--- config.mk ---
export PLATFORM = sky130hd
export DESIGN_NAME = main_control_pipe
export DESIGN_NICKNAME = d
export VERILOG_FILES = /design/src/rtl/ctrl_pkg.sv /design/src/rtl/ctrl_decode.sv /design/src/rtl/main_control_pipe.sv
export SDC_FILE = /design/constraint.sdc
export NUM_CORES = 1
export LEC_CHECK = 0
export CORE_UTILIZATION = 39
export DETAILED_ROUTE_END_ITERATION = 8
export PLACE_DENSITY = 0.76
export SLEW_MARGIN = 20
export SYNTH_ARGS = -nofsm -noshare
export SYNTH_HDL_FRONTEND = slang
export SYNTH_SLANG_ARGS = --single-unit
--- constraint.sdc ---
create_clock -name clk -period 2.4 [get_ports clk]
set_input_delay 0.48 -clock clk [delete_from_list [all_inputs] [get_ports clk]]
set_output_delay 0.48 -clock clk [all_outputs]
set_load 0.02 [all_outputs]
--- src/rtl/ctrl_pkg.sv ---
// ctrl_pkg: shared encodings for the pipelined main control unit.
// Holds opcode constants, control field encodings, the 16-bit control
// bundle layout and the branch func3 maps for both BR_ENC settings.
package ctrl_pkg;

    // Opcodes recognised by the decoder
    localparam logic [6:0] OP_R    = 7'b0110011;
    localparam logic [6:0] OP_I    = 7'b0010011;
    localparam logic [6:0] OP_S    = 7'b0100011;
    localparam logic [6:0] OP_B    = 7'b1100011;
    localparam logic [6:0] OP_LUI  = 7'b0110111;
    localparam logic [6:0] OP_JAL  = 7'b1101111;
    localparam logic [6:0] OP_LW   = 7'b0000011;
    localparam logic [6:0] OP_JALR = 7'b1100111;

    typedef enum logic [1:0] {
        ALU_ADD = 2'b00, ALU_BR = 2'b01, ALU_R = 2'b10, ALU_I = 2'b11
    } aluop_t;

    typedef enum logic [2:0] {
        IMM_I = 3'b000, IMM_S = 3'b001, IMM_B = 3'b010, IMM_J = 3'b011, IMM_U = 3'b100
    } imm_t;

    typedef enum logic [1:0] {
        RES_ALU = 2'b00, RES_MEM = 2'b01, RES_PC4 = 2'b10, RES_IMM = 2'b11
    } res_t;

    typedef enum logic [1:0] {
        JMP_NONE = 2'b00, JMP_JAL = 2'b01, JMP_JALR = 2'b10
    } jump_t;

    typedef enum logic [2:0] {
        BR_NONE = 3'b000, BR_BEQ = 3'b001, BR_BNE = 3'b010, BR_BLT = 3'b011,
        BR_BGE  = 3'b100, BR_BLTU = 3'b101, BR_BGEU = 3'b110
    } branch_t;

    // Bundle layout, MSB first; the packed struct below must agree with these offsets
    localparam int CTRL_W     = 16;
    localparam int LUI_BIT    = 0;
    localparam int BRANCH_LSB = 1;
    localparam int JUMP_LSB   = 4;
    localparam int RES_LSB    = 6;
    localparam int MEMW_BIT   = 8;
    localparam int ALUSRC_BIT = 9;
    localparam int IMM_LSB    = 10;
    localparam int REGW_BIT   = 13;
    localparam int ALUOP_LSB  = 14;

    typedef struct packed {
        aluop_t  aluop;
        logic    regwrite;
        imm_t    immsrc;
        logic    alusrc;
        logic    memwrite;
        res_t    resultsrc;
        jump_t   jump;
        branch_t branch;
        logic    lui;
    } ctrl_t;

    // Branch func3 maps
    localparam int BR_ENC_LEGACY = 0;
    localparam int BR_ENC_RISCV  = 1;

    localparam logic [2:0] F3_BEQ    = 3'b000;
    localparam logic [2:0] F3_BNE    = 3'b001;
    localparam logic [2:0] F3L_BLT   = 3'b010;
    localparam logic [2:0] F3L_BGE   = 3'b011;
    localparam logic [2:0] F3R_BLT   = 3'b100;
    localparam logic [2:0] F3R_BGE   = 3'b101;
    localparam logic [2:0] F3R_BLTU  = 3'b110;
    localparam logic [2:0] F3R_BGEU  = 3'b111;
    localparam logic [2:0] F3_LW     = 3'b010;
    localparam logic [2:0] F3_JALR   = 3'b000;

endpackage

--- src/rtl/ctrl_decode.sv ---
// ctrl_decode: combinational op/func3 decoder for the D stage.
// Ports: op, func3, instr_valid in; ctrlD (16-bit bundle) and illegalD out.
// Illegal or non-valid instructions produce an all-zero bundle (a bubble).
module ctrl_decode
    import ctrl_pkg::*;
#(
    parameter int BR_ENC     = 1,
    parameter int EXT_BRANCH = 1
) (
    input  logic [6:0]        op,
    input  logic [2:0]        func3,
    input  logic              instr_valid,
    output logic [CTRL_W-1:0] ctrlD,
    output logic              illegalD
);

    ctrl_t c;
    logic  ill;

    always_comb begin
        c   = '0;
        ill = 1'b0;
        unique case (op)
            OP_R: begin
                c.aluop    = ALU_R;
                c.regwrite = 1'b1;
            end
            OP_I: begin
                c.aluop    = ALU_I;
                c.regwrite = 1'b1;
                c.alusrc   = 1'b1;
            end
            OP_S: begin
                c.memwrite = 1'b1;
                c.immsrc   = IMM_S;
                c.alusrc   = 1'b1;
            end
            OP_B: begin
                c.aluop  = ALU_BR;
                c.immsrc = IMM_B;
                if (BR_ENC == BR_ENC_LEGACY) begin
                    case (func3)
                        F3_BEQ:  c.branch = BR_BEQ;
                        F3_BNE:  c.branch = BR_BNE;
                        F3L_BLT: c.branch = BR_BLT;
                        F3L_BGE: c.branch = BR_BGE;
                        default: ill = 1'b1;
                    endcase
                end else begin
                    case (func3)
                        F3_BEQ:   c.branch = BR_BEQ;
                        F3_BNE:   c.branch = BR_BNE;
                        F3R_BLT:  c.branch = BR_BLT;
                        F3R_BGE:  c.branch = BR_BGE;
                        F3R_BLTU: if (EXT_BRANCH != 0) c.branch = BR_BLTU; else ill = 1'b1;
                        F3R_BGEU: if (EXT_BRANCH != 0) c.branch = BR_BGEU; else ill = 1'b1;
                        default:  ill = 1'b1;
                    endcase
                end
            end
            OP_LUI: begin
                c.resultsrc = RES_IMM;
                c.immsrc    = IMM_U;
                c.regwrite  = 1'b1;
                c.lui       = 1'b1;
            end
            OP_JAL: begin
                c.resultsrc = RES_PC4;
                c.immsrc    = IMM_J;
                c.jump      = JMP_JAL;
                c.regwrite  = 1'b1;
            end
            OP_LW: begin
                c.regwrite  = 1'b1;
                c.alusrc    = 1'b1;
                c.resultsrc = RES_MEM;
                ill         = (func3 != F3_LW);
            end
            OP_JALR: begin
                c.regwrite  = 1'b1;
                c.alusrc    = 1'b1;
                c.jump      = JMP_JALR;
                c.resultsrc = RES_PC4;
                ill         = (func3 != F3_JALR);
            end
            default: ill = 1'b1;
        endcase
    end

    // Only a real instruction can be illegal; anything not cleanly decoded becomes a bubble
    assign illegalD = instr_valid & ill;
    assign ctrlD    = (instr_valid && !ill) ? c : '0;

endmodule

--- src/rtl/main_control_pipe.sv ---
// main_control_pipe: D-stage decode plus E/M/W control pipeline registers.
// Ports: clk, rst (sync, active-high), instr_valid/op/func3 (D stage),
// stallE/flushE from the hazard unit; ctrlD/illegalD (combinational D),
// ctrlE/illegalE (E), regWriteM/memWriteM/resultSrcM (M),
// regWriteW/resultSrcW (W), illegal_cnt (saturating illegal count).
module main_control_pipe
    import ctrl_pkg::*;
#(
    parameter int BR_ENC     = 1,
    parameter int EXT_BRANCH = 1,
    parameter int CNT_W      = 8
) (
    input  logic              clk,
    input  logic              rst,
    input  logic              instr_valid,
    input  logic [6:0]        op,
    input  logic [2:0]        func3,
    input  logic              stallE,
    input  logic              flushE,
    output logic [CTRL_W-1:0] ctrlD,
    output logic              illegalD,
    output logic [CTRL_W-1:0] ctrlE,
    output logic              illegalE,
    output logic              regWriteM,
    output logic              memWriteM,
    output logic [1:0]        resultSrcM,
    output logic              regWriteW,
    output logic [1:0]        resultSrcW,
    output logic [CNT_W-1:0]  illegal_cnt
);

    function automatic logic [CNT_W-1:0] sat_inc(input logic [CNT_W-1:0] v);
        return (&v) ? v : v + {{(CNT_W-1){1'b0}}, 1'b1};
    endfunction

    ctrl_decode #(
        .BR_ENC     (BR_ENC),
        .EXT_BRANCH (EXT_BRANCH)
    ) u_decode (
        .op          (op),
        .func3       (func3),
        .instr_valid (instr_valid),
        .ctrlD       (ctrlD),
        .illegalD    (illegalD)
    );

    always_ff @(posedge clk) begin
        if (rst) begin
            ctrlE       <= '0;
            illegalE    <= 1'b0;
            regWriteM   <= 1'b0;
            memWriteM   <= 1'b0;
            resultSrcM  <= 2'b00;
            regWriteW   <= 1'b0;
            resultSrcW  <= 2'b00;
            illegal_cnt <= '0;
        end else begin
            // D -> E: flush beats stall
            if (flushE) begin
                ctrlE    <= '0;
                illegalE <= 1'b0;
            end else if (!stallE) begin
                ctrlE    <= ctrlD;
                illegalE <= illegalD;
            end
            // E -> M
            regWriteM  <= ctrlE[REGW_BIT];
            memWriteM  <= ctrlE[MEMW_BIT];
            resultSrcM <= ctrlE[RES_LSB +: 2];
            // M -> W
            regWriteW  <= regWriteM;
            resultSrcW <= resultSrcM;
            // Count only on the edge that actually moves the instruction into E,
            // so a stalled instruction counts once and a flushed one never does
            if (illegalD && !stallE && !flushE)
                illegal_cnt <= sat_inc(illegal_cnt);
        end
    end

endmodule

==> metrics.csv, run 1 <==
metric,value,unit
yosys warns,0,
register area,621,um2
Slew @ Worst Pin,0.310,ns
top-count cell post-synth,dfxtp_1,
status,"finished, final reports clean",
Die X,65.9,um
dpl hpwl,3500,um
Syn Inst Count,187,
"antenna viol nets, final",0,
final worst slack,0.0392,ns
LEAKAGE,1.14,nW
post-synth net total,203,
WHS Path Cells,2,
"top cells by count, synth","dfxtp_1 (31), nand2_1 (18), nor2_1 (18)",
Hold Path Class,flip-flop to flip-flop,
Final setup viols,0,
Setup Skew,0.00899,ns
fin area,2830,um2
# fillers,283,
Ports,64,
dpl ws,-0.873,ns
post-synthesis cell area,1590,um2
critical path required time,1.92,ns
clk_lat worst skew,0.29,ns
CTS Sinks,31,
# port buffers,63,
worst reg-to-reg path cell count,6,
"slowest stage delay, CP",0.23,ns
wire length per cell,15.3,um
CTS tree,built,
"setup slack, reg-to-reg",0.45,ns
power per cell area,445,nW/um2
hold endpoint,ctrlE[2],
Worst VDD drop,0.291,mV
Post-synth EDFFs,0,
RR Startpoint,illegal_cnt[0],
critical path type,input port to output port,
CTS root buf,clkbuf_8,
num rows,22,
vias per cell,5.25,
Die Span Y,65.9,um
final hold violation count,0,
top cell type's share of synthesized area,39.0,%
vias in the first global route,1720,
CP most frequent cell,buf_6,
reg2reg end,illegal_cnt[5],
fin. max-slew vios,0,
CP max-delay cell,a21oi_4,
total grt overflow,0,
largest net degree at the start of global routing,17,
Ant. Diodes,0,
Post-synth top flop,dfxtp_1,
max cap viols,0,
library cells used by synthesis,47,
"area leader, netlist",dfxtp_1,
FMAX,424,MHz
total number of vias,1802,
Async SR Flop Fraction,0,%
fin crit period,2.36,ns
CTS H-tree lvls,2,
routability cong.,0.844,
core footprint,3800,um2
kind of end point of the critical path,output port,
Startpoint Class,input port,
Residual DRC,0,
clock slew at reported path FFs,0.06,ns
crit-path cells,"clkdlybuf4s15_2, buf_6, nand2_4, o41ai_4, a21oi_4, nand3_4, buf_6, nor3_2, buf_4",
hold path start,ctrlE[2],
first-pass GRT wire length,8360,um
final layout net count,310,
CP max FO,7,
die area,4340,um2
largest cells by area after synthesis,"dfxtp_1 (39%), nor2b_1 (5.9%), nor3_1 (5.0%)",
#FFs+latches synth,31,
Hold WS,0.455,ns
cts bufs inserted,5,
placed cell area,2600,um2
multi-input logic area,1080,um2
TritonRoute pass-1 iters,4,
Total GRT Usage,25.8,%
fraction of final layout cells sized beyond drive strength 1,40.0,%
mean post-synth cell area,8.51,um2
initial antenna violation count,0,
Final period util,98.4,%
sequential fraction of the synthesis area,39.0,%
Max-slew headroom,79.2,%
Area Growth Syn to Fin,77.8,%
routed wire length,5250,um
initial core utilization,41.9,%
initial DRC count,126,
"Data arrival, critical path",1.88,ns
CTS max path bufs,2,
[flip-flops by register name, indices dropped and copies added (netlist names)]
name and flops:
illegal_cnt 8, ctrlE 15, resultSrcM 2, illegalE 1, resultSrcW 2, regWriteW 1
memWriteM 1, regWriteM 1
[cells in the final DEF, fill, tap and decap left out, drive strengths merged, types with 2 or more instances in the layout]
| master | count |
|---|---|
| buf | 65 |
| clkdlybuf4s50 | 36 |
| dfxtp | 31 |
| nand2 | 18 |
| nor2 | 18 |
| nor3 | 16 |
| nor2b | 15 |
| clkbuf | 10 |
| o31ai | 8 |
| clkdlybuf4s15 | 7 |
| o21ai | 7 |
| and3 | 6 |
| a21oi | 6 |
| nand3 | 6 |
| nand4 | 5 |
| xnor2 | 4 |
| a22o | 4 |
| nand2b | 4 |
| mux2 | 3 |
| a21o | 2 |
| nor3b | 2 |
| and2 | 2 |
[power breakdown]
part           switching, W  internal [W]  leakage [nW]
Sequential       0.00000167      0.000516         0.250
Clock              0.000210      0.000336        0.0612
Combinational      0.000103     0.0000942         0.826
[per-layer routing]
| metal | global-route usage [%] | up-vias | wire length (um) | share of wire, % |
|---|---|---|---|---|
| met2 | 44.8 | 73 | 2680 | 51 |
| met4 | 10.3 | 0 | 78 | 1.5 |
| met3 | 6.03 | 11 | 336 | 6.4 |
| met1 | 30.1 | 845 | 2160 | 41 |
| li1 | - | 873 | - | - |
| met5 | 0 | - | 0 | 0 |
[critical path: cells and delay by family]
family | cells | cell delay, ns
AO/OA/AOI/OAI | 2 | 0.31
buffers and inverters | 4 | 0.70
AND/OR/NAND/NOR | 3 | 0.39
[worst max path at each step]
| stage | start | to | depth (start not counted) |
|---|---|---|---|
| 5_1_grt | op[2] | ctrlD[14] | 9 |
| 4_1_cts | op[6] | ctrlD[14] | 8 |
| 6_report | op[2] | ctrlD[14] | 9 |
| 2_1_floorplan | op[4] | ctrlD[12] | 8 |
| 3_5_place_dp | op[3] | ctrlD[13] | 7 |
| 3_3_place_gp | op[5] | ctrlD[14] | 7 |
[final cells by class]
class | count | share of cell area [%]
clock inverters | 2 | 1.24
flip-flops and latches | 31 | 21.9
inverters | 1 | 0.133
multi-input cells | 143 | 38.1
repair buffers | 112 | 33.6
clock buffers | 6 | 2.92
well taps | 48 | 2.12
[cells by family (layout without fill, tap and decap cells)]
group	after synthesis	in the layout	share of synthesized area [%]
AO/OA/AOI/OAI	35	35	17.5
XOR/XNOR	5	5	2.75
adder cells (fa/ha/maj)	1	1	0.786
buffers and inverters	14	121	4.72
flip-flops	31	31	39.0
multiplexers	4	4	2.75
AND/OR/NAND/NOR	97	98	32.5
[through the flow]
step | std cells | utilization, % | setup TNS (ns) | total power, W
6_report | 343 | 74.5 | 0 | 0.00126
4_1_cts | 340 | 73.8 | 0 | 0.00125
5_1_grt | 343 | 74.5 | -0.00827 | 0.00131
2_1_floorplan | 187 | - | -0.0797 | 0.000611
3_5_place_dp | 329 | 68.5 | -13.20 | 0.000704
3_3_place_gp | 329 | 68.5 | -12.74 | 0.000701
[repair_timing]
item,in CTS,in global routing
hold buffers,0,0
endpoints found under the setup margin,17,18
resized for setup,121,15
pin swaps,9,6
gates cloned,1,0
setup buffers,2,3
(Power assumes the default switching activity.)
==> run 2: changes to the inputs <==
Settings changed: SLEW_MARGIN 20 to 25.
==> results of run 2 <==
Same layout as run 1: the final DEF is identical, and so are final timing and power.
